File: config.mk
export PLATFORM = sky130hd
export DESIGN_NAME = serial_frame_tx
export DESIGN_NICKNAME = d
export VERILOG_FILES = /design/src/rtl/serial_frame_tx.sv
export SDC_FILE = /design/constraint.sdc
export NUM_CORES = 1
export LEC_CHECK = 0
export ABC_AREA = 1
export BUFFER_PORTS_ARGS = -buffer_cell sky130_fd_sc_hd__buf_2
export CAP_MARGIN = 0
export CORE_ASPECT_RATIO = 0.6
export CORE_UTILIZATION = 53
export CTS_BUF_LIST = sky130_fd_sc_hd__clkbuf_4 sky130_fd_sc_hd__clkbuf_8
export DETAILED_ROUTE_END_ITERATION = 8
export MAX_ROUTING_LAYER = met4
export PLACE_DENSITY = 0.8
export SLEW_MARGIN = 20
export SYNTH_ARGS = -nofsm -noshare
export SYNTH_HDL_FRONTEND = slang
export SYNTH_SLANG_ARGS = --single-unit
File: constraint.sdc
create_clock -name clk -period 1.3 [get_ports clk]
set_input_delay 0.195 -clock clk [delete_from_list [all_inputs] [get_ports clk]]
set_output_delay 0.195 -clock clk [all_outputs]
set_load 0.01 [all_outputs]
File: src/rtl/serial_frame_tx.sv
// serial_frame_tx
//   Parallel-to-serial UART-style frame transmitter. A WIDTH-bit word is
//   accepted over a valid/ready handshake. It is then sent on one line as:
//   start bit (0), data LSB first, optional even-parity bit, stop bit (1).
//   Every line bit is held for CLKS_PER_BIT clocks.
//
// Ports
//   clk       clock, all logic on posedge
//   rst       synchronous active-low reset
//   tx_data   word to send, sampled only at acceptance
//   tx_valid  word available
//   tx_ready  block can accept a word (registered, high only in IDLE)
//   tx_out    serial line, idle high (registered)
//   busy      frame in progress (registered)
//   done      one-cycle pulse in the first IDLE cycle after the stop bit
module serial_frame_tx #(
    parameter int WIDTH        = 8,
    parameter int CLKS_PER_BIT = 4,
    parameter int PARITY_EN    = 1
) (
    input  logic             clk,
    input  logic             rst,
    input  logic [WIDTH-1:0] tx_data,
    input  logic             tx_valid,
    output logic             tx_ready,
    output logic             tx_out,
    output logic             busy,
    output logic             done
);
    localparam int BW = (CLKS_PER_BIT > 1) ? $clog2(CLKS_PER_BIT) : 1;
    localparam int NW = (WIDTH > 1) ? $clog2(WIDTH) : 1;
    localparam logic [BW-1:0] BAUD_LAST = BW'(CLKS_PER_BIT - 1);
    localparam logic [NW-1:0] BIT_LAST  = NW'(WIDTH - 1);

    typedef enum logic [2:0] {IDLE, START, DATA, PARITY, STOP} state_t;

    state_t           state, state_n;
    logic [BW-1:0]    baud, baud_n;
    logic [NW-1:0]    bit_cnt, bit_n;
    logic [WIDTH-1:0] shift, shift_n;
    logic             par, par_n;
    logic             baud_end;
    logic             line_n, done_n;

    always_comb begin
        state_n  = state;
        baud_n   = baud;
        bit_n    = bit_cnt;
        shift_n  = shift;
        par_n    = par;
        done_n   = 1'b0;
        line_n   = 1'b1;
        baud_end = (baud == BAUD_LAST);

        unique case (state)
            IDLE: begin
                if (tx_valid) begin
                    shift_n = tx_data;
                    par_n   = ^tx_data;
                    baud_n  = '0;
                    bit_n   = '0;
                    state_n = START;
                end
            end
            START: begin
                if (baud_end) begin
                    baud_n  = '0;
                    bit_n   = '0;
                    state_n = DATA;
                end else begin
                    baud_n = baud + BW'(1);
                end
            end
            DATA: begin
                if (baud_end) begin
                    baud_n  = '0;
                    shift_n = shift >> 1;
                    if (bit_cnt == BIT_LAST) begin
                        bit_n   = '0;
                        state_n = (PARITY_EN != 0) ? PARITY : STOP;
                    end else begin
                        bit_n = bit_cnt + NW'(1);
                    end
                end else begin
                    baud_n = baud + BW'(1);
                end
            end
            PARITY: begin
                if (baud_end) begin
                    baud_n  = '0;
                    state_n = STOP;
                end else begin
                    baud_n = baud + BW'(1);
                end
            end
            STOP: begin
                if (baud_end) begin
                    baud_n  = '0;
                    done_n  = 1'b1;
                    state_n = IDLE;
                end else begin
                    baud_n = baud + BW'(1);
                end
            end
            default: state_n = IDLE;
        endcase

        // Line is registered, so it is derived from the state being entered.
        // In DATA the shifted value already presents the next bit in bit 0.
        unique case (state_n)
            START:   line_n = 1'b0;
            DATA:    line_n = shift_n[0];
            PARITY:  line_n = par_n;
            default: line_n = 1'b1;
        endcase
    end

    always_ff @(posedge clk) begin
        if (!rst) begin
            state    <= IDLE;
            baud     <= '0;
            bit_cnt  <= '0;
            shift    <= '0;
            par      <= 1'b0;
            tx_out   <= 1'b1;
            busy     <= 1'b0;
            done     <= 1'b0;
            tx_ready <= 1'b1;
        end else begin
            state    <= state_n;
            baud     <= baud_n;
            bit_cnt  <= bit_n;
            shift    <= shift_n;
            par      <= par_n;
            tx_out   <= line_n;
            busy     <= (state_n != IDLE);
            done     <= done_n;
            tx_ready <= (state_n == IDLE);
        end
    end
endmodule

==> impl_metrics.py, run 1 <==
metrics = {
    "placement": {
        "dp_hpwl_um": 2060,
        "io_buffers": 14,
        "place.gp.congestion": 0.788,
        "place_ws_ns": -0.0634,
        "dpl_cell_area_um2": 1390,
        "post-place-cells": 234,
    },
    "yosys": {
        "synth_fp_nets": 198,
        "syn_area_um2": 1230,
        "seq_area_frac_synth": 0.341,
        "ys_seq_elements": 21,
        "syn_area_per_cell_um2": 6.69,
        "synthCells": 184,
        "yosysWarnings": 0,
        "synth_cell_types": 26,
    },
    "global_route": {
        "grtUsageTotal": 0.244,
        "grt_pass1_wl_um": 4370,
        "antenna_found_initial": 0,
        "grt-ovfl-total": 0,
        "grt_pass1_vias": 1030,
        "grt_max_degree": 13,
    },
    "critical_path": {
        "crit_chain": "ha_4 > nor2_2 > nand2_2 > o21ai_4 > nor2_4 > a21oi_1 > nand3_1",
        "crit_slowest_cell": "dfxtp_2",
        "crit_path_max_fanout": 7,
        "crit_path_end_kind": "flop",
        "critPathKind": "flop to flop",
        "path_buf_inv": 0,
        "critPathMaxStageDelay_ns": 0.34,
        "path_delay_family": "simple AND/OR/NAND/NOR gates",
        "cp.required_ns": 1.45,
        "worstPathArrival_ns": 1.48,
        "start_kind": "flop",
    },
    "timing": {
        "finClkSkew_ns": 0.00463,
        "timing.fmax_mhz": 750,
        "relSlewSlack": 0.762,
        "rsz0062_at_grt": "true",
        "timing.final.crit_share": 1.03,
        "worst_slack_ns": -0.0326,
        "setup_viol": 1,
        "tightest_slew_ns": 0.356,
        "period_minus_slack_ns": 1.33,
        "hold_ws_ns": 0.154,
        "slew_violations": 0,
        "hold_viol": 0,
    },
    "flow_run": {
        "max_cap_violations": 0,
    },
    "layout": {
        "regArea_um2": 434,
        "fin_area_um2": 1620,
        "nFillCells": 143,
        "multi_input_area_um2": 771,
        "fin_cells": 247,
        "layout_commonest_cell": "nand2_1",
        "final_cell_mix": "68 x nand2_1, 19 x inv_1, 18 x nor2_1",
        "syn_to_final_growth_pct": 31.6,
        "drive_above_1_share": 0.350,
        "n_antenna_cell": 0,
        "layout.nets": 232,
    },
    "floorplanning": {
        "die_w_um": 64.2,
        "die_area_um2": 2530,
        "die_h_um": 39.3,
        "rows": 13,
        "core_um2": 2180,
        "ios": 15,
        "initial_core_util": 0.565,
    },
    "pwr": {
        "p_switching_uw": 452,
        "p_seq_frac": 0.476,
        "irDropWorstVdd_v": 0.000635,
        "power_leakage_uw": 0.000771,
        "intPower_uw": 1050,
        "p_clk_frac": 0.294,
        "switching_share": 0.301,
        "powerDensity_nw_per_um2": 925,
        "combinationalPowerShare": 0.230,
        "total_power_uw": 1500,
    },
    "status": {
        "status": "complete, but fails checks",
        "violations": "setup timing",
    },
    "drt": {
        "wl_um": 3200,
        "routed-wl-met2_um": 1600,
        "drt_iter0_drc": 105,
        "route.met3.wl_um": 167,
        "wl_met1_um": 1370,
        "vias_per_cell": 5.10,
        "via_count": 1260,
        "top_layer": "met4",
        "ant_nets": 0,
        "dr.pass1.iters": 4,
        "wire_per_inst_um": 12.9,
        "post-route-drc-count": 0,
    },
    "clock_network": {
        "cts_root_buffer": "clkbuf_8",
        "clock_path_buffers": 2,
        "numCtsBuffers": 3,
        "cts_tree": "yes",
        "clk_latency_ns": 0.27,
        "clk_pin_slew_worst_paths_ns": 0.08,
        "clock_sinks": 21,
        "htreeDepth": 1,
    },
    "hold_path": {
        "hold_path_class": "primary input to flop",
    },
}
[tightest hold or removal path: stages]
cell and delay [ns]:
buf_2 0.10, nand2_1 0.06, inv_1 0.04
[cells by family (layout without fill, tap and decap cells)]
family                     after synthesis  in the layout  share of synthesized area
xor gates and xnor gates                 1              1                    0.00712
AOI/OAI and AO/OA                       18             18                      0.104
and+or+nand+nor                        112            112                      0.423
buffers and inverters                   29             62                     0.0945
DFF                                     21             21                      0.341
adders and majority gates                3              3                     0.0305
[Yosys cell counts (all sizes together)]
cell | instances | area (µm²)
xnor2 | 1 | 8.76
a31oi | 7 | 50.1
o211ai | 1 | 7.51
inv | 26 | 97.6
nor3 | 3 | 15.0
o22ai | 1 | 6.26
dfxtp | 21 | 420
a21oi | 5 | 36.3
nand2 | 73 | 282
ha | 3 | 37.5
buf | 2 | 15.0
clkinv | 1 | 3.75
nor2 | 26 | 138
or2 | 1 | 6.26
nand3 | 9 | 80.1
o21ai | 4 | 27.5
[metal layers]
metal | global-route usage | up-vias
met5 | - | -
met4 | 0.0778 | 0
met3 | 0.0727 | 8
li1 | - | 642
met2 | 0.407 | 37
met1 | 0.291 | 573
[repair_timing]
| item | CTS | global route |
|---|---|---|
| pin swaps | 2 | 14 |
| hold buffers | 0 | 0 |
| buffers inserted | 3 | 6 |
| endpoints found under the hold margin | 0 | 0 |
| setup endpoints to repair | 4 | 15 |
| resized for setup | 8 | 22 |
[area by class of cell]
cell class,instances,share of cell area
Clock buffer,3,0.0255
Tap cell,30,0.0232
Clock inverter,1,0.00309
Timing Repair Buffer,31,0.134
Multi-Input combinational cell,134,0.476
Sequential cell,21,0.268
Inverter,27,0.0703
[power groups by stage]
stage | registers (µW) | clock network (µW) | logic, µW
4_1_cts | 707 | 442 | 300
3_3_place_gp | 716 | 0 | 271
3_5_place_dp | 718 | 0 | 285
6_report | 713 | 441 | 345
2_1_floorplan | 719 | 0 | 194
5_1_grt | 716 | 478 | 383
[registers in the layout, indices dropped and copies added (netlist names)]
signal	count
done	1
par	1
state	3
tx_out	1
tx_ready	1
baud	2
bit_cnt	3
shift	8
busy	1
[worst paths after layout]
path / from / end / slack (ns) / cells past startpoint
max reg2reg: baud[1] / tx_out / -0.03 / 7
max: baud[1] / tx_out / -0.03 / 7
min reg2reg: shift[7] / shift[7] / 0.49 / 2
min: rst / shift[0] / 0.15 / 3
[metrics by stage]
| step | util | setup TNS, ns |
|---|---|---|
| floorplan | - | 0 |
| global route | 0.743 | -0.310 |
| global placement | 0.636 | 0 |
| CTS | 0.680 | 0 |
| detailed placement | 0.636 | -0.0937 |
| finish | 0.743 | -0.0326 |
Power figures use the tool's default switching activity.
==> run 2: changes to the inputs <==
ABC_AREA = not set   (was 1)
CORE_ASPECT_RATIO = not set   (was 0.6)
CORE_UTILIZATION = 52   (was 53)
PLACE_DENSITY = 0.79   (was 0.8)
==> run 2 against run 1 <==
Net effect: the flow still finishes with violations (setup timing); sequential cell count is the same; non-clock buffer count is 5 higher; fmax shrank 17%; cell count decreased by 30%; die area down 13%; sequential power fell by 2%; area after synthesis shrank 15%; first-iteration DRC count is 67% lower; largest cell class unchanged; register-to-register slack got worse by 0.28 ns; via count shrank 16%.
==> impl_metrics.py, run 2 <==
metrics = {
    "status": {
        "status": "complete, but fails checks",
        "violations": "setup timing",
    },
    "critical_path": {
        "r2r_start": "state[1]",
        "cp.required_ns": 1.52,
        "critPathKind": "flop to flop",
        "crit_path_end_kind": "flop",
        "worstSetupStartpoint": "state[1]",
        "path_delay_family": "compound AO/OA/AOI/OAI gates",
        "path_buf_inv": 1,
        "start_kind": "flop",
        "crit_path_max_fanout": 12,
        "crit_chain": "buf_12 > a21boi_0 > o21bai_1 > a2111o_1 > a21o_1",
        "worstPathArrival_ns": 1.83,
        "critPathMaxStageDelay_ns": 0.41,
        "crit_slowest_cell": "dfxtp_4",
    },
    "drt": {
        "post-route-drc-count": 0,
        "wl_um": 3500,
        "drt_iter0_drc": 35,
        "dr.pass1.iters": 4,
        "ant_nets": 0,
        "vias_per_cell": 6.14,
        "wire_per_inst_um": 20.2,
        "via_count": 1063,
    },
    "floorplanning": {
        "die_area_um2": 2190,
        "ios": 15,
        "initial_core_util": 0.581,
        "rows": 15,
        "die_h_um": 46.9,
        "die_w_um": 46.9,
        "core_um2": 1800,
    },
    "flow_run": {
        "max_cap_violations": 0,
    },
    "layout": {
        "syn_to_final_growth_pct": 52.6,
        "regMostFlops": "shift",
        "top_regs": "shift x8, bit_cnt x3, state x3",
        "drive_above_1_share": 0.520,
        "multi_input_area_um2": 767,
        "n_antenna_cell": 0,
        "layout.nets": 163,
        "fin_area_um2": 1600,
        "nFillCells": 82,
        "final_cell_mix": "14 x dfxtp_1, 14 x buf_2, 10 x buf_4",
        "regArea_um2": 437,
        "largest_reg_flops": 8,
    },
    "global_route": {
        "grt_max_degree": 18,
        "grt_pass1_vias": 910,
        "grt_pass1_wl_um": 4270,
        "grtUsageTotal": 0.292,
        "grt-ovfl-total": 0,
        "antenna_found_initial": 0,
    },
    "pwr": {
        "power_leakage_uw": 0.000615,
        "powerDensity_nw_per_um2": 850,
        "irDropWorstVdd_v": 0.00104,
        "total_power_uw": 1360,
    },
    "clock_network": {
        "numCtsBuffers": 3,
        "clk_pin_slew_worst_paths_ns": 0.13,
        "cts_root_buffer": "clkbuf_4",
        "cts_tree": "yes",
        "htreeDepth": 1,
        "clock_sinks": 21,
        "clk_latency_ns": 0.32,
        "clock_path_buffers": 2,
    },
    "timing": {
        "tightest_slew_ns": 0.311,
        "timing.final.crit_share": 1.24,
        "finClkSkew_ns": 0.0113,
        "period_minus_slack_ns": 1.61,
        "slew_violations": 0,
        "relSlewSlack": 0.791,
        "setup_viol": 18,
        "hold_viol": 0,
        "hold_ws_ns": 0.104,
        "timing.fmax_mhz": 621,
        "worst_slack_ns": -0.310,
        "rsz0062_at_grt": "true",
    },
    "yosys": {
        "yosys.area.top_type_share": 0.402,
        "post-synth-top-count-cell": "dfxtp_1",
        "synth_common_cells": "21 x dfxtp_1, 11 x a21oi_1, 10 x nor2_1, 8 x nand2_1",
        "ys_seq_elements": 21,
        "yosysWarnings": 0,
        "synth_fp_nets": 130,
        "syn_area_per_cell_um2": 9.02,
        "synth_cell_types": 35,
        "synthTopCellsByArea": "dfxtp_1 40%, xnor2_1 5.9%, a21oi_1 5.3%",
        "synthCells": 116,
        "seq_area_frac_synth": 0.402,
        "synth_largest_area_cell": "dfxtp_1",
        "syn_area_um2": 1050,
        "async_flop_share": 0,
        "ys.flop_type": "dfxtp_1",
        "synth_edf_count": 0,
    },
    "placement": {
        "place_ws_ns": -0.281,
        "io_buffers": 14,
        "place.gp.congestion": 0.800,
        "dpl_cell_area_um2": 1260,
        "dp_hpwl_um": 1680,
    },
    "hold_path": {
        "min-delay-start": "rst",
        "hold_path_class": "primary input to flop",
    },
}
run 2: cell types whose count changed after synthesis, moves of 6 or more:
cell	before	now
xnor2_1	1	7
inv_2	6	0
nor2_1	20	10
a21oi_1	2	11
nand2_1	70	8
a22oi_1	0	7
inv_1	20	3
run 2: area by class of cell:
type / instances / share of cell area
Clock buffer: 3 / 0.0141
Clock inverter: 1 / 0.00313
Inverter: 4 / 0.00940
Multi-Input combinational cell: 83 / 0.480
Sequential cell: 21 / 0.274
Tap cell: 25 / 0.0196
Timing Repair Buffer: 36 / 0.200
run 2: worst paths after layout:
path	slack, ns	cells after the start	endpoint
worst min-delay path	0.10	2	tx_ready
worst min register to register	0.49	2	shift[2]
worst max-delay path	-0.31	5	tx_out
worst max register to register	-0.31	5	tx_out
run 2: where the power goes:
part | internal [µW] | switching, µW
clock | 115 | 215
sequential | 671 | 25.5
combinational | 174 | 156
total | 960 | 396
run 2: what timing repair did:
action | CTS | global route
gates cloned | 2 | 0
pin swaps | 12 | 16
gates resized for setup | 30 | 26
hold buffers | 0 | 0
buffers inserted | 2 | 4
setup endpoints to repair | 19 | 19
run 2: layer usage:
layer  track usage  wire, µm  share of wire
met5             -         0              0
met3        0.0692       211          0.060
met1         0.354      1380           0.39
met4         0.109       148          0.042
met2         0.469      1760           0.50
run 2: cell families (layout without fill, tap and decap cells):
family	count (synthesis)	count (layout)	synth area share
compound gates	35	35	0.214
buf+inv	12	44	0.0634
xor+xnor	9	9	0.0754
flops	21	21	0.402
fa+ha+maj	3	3	0.0359
simple gates	36	36	0.209
run 2: per-stage QoR:
step	setup TNS, ns	utilization	instances
after floorplan	-0.696	-	116
after global placement	-1.18	0.698	162
after detailed placement	-2.09	0.698	162
after CTS	-1.35	0.808	170
after global routing	-3.24	0.886	173
final	-2.49	0.886	173
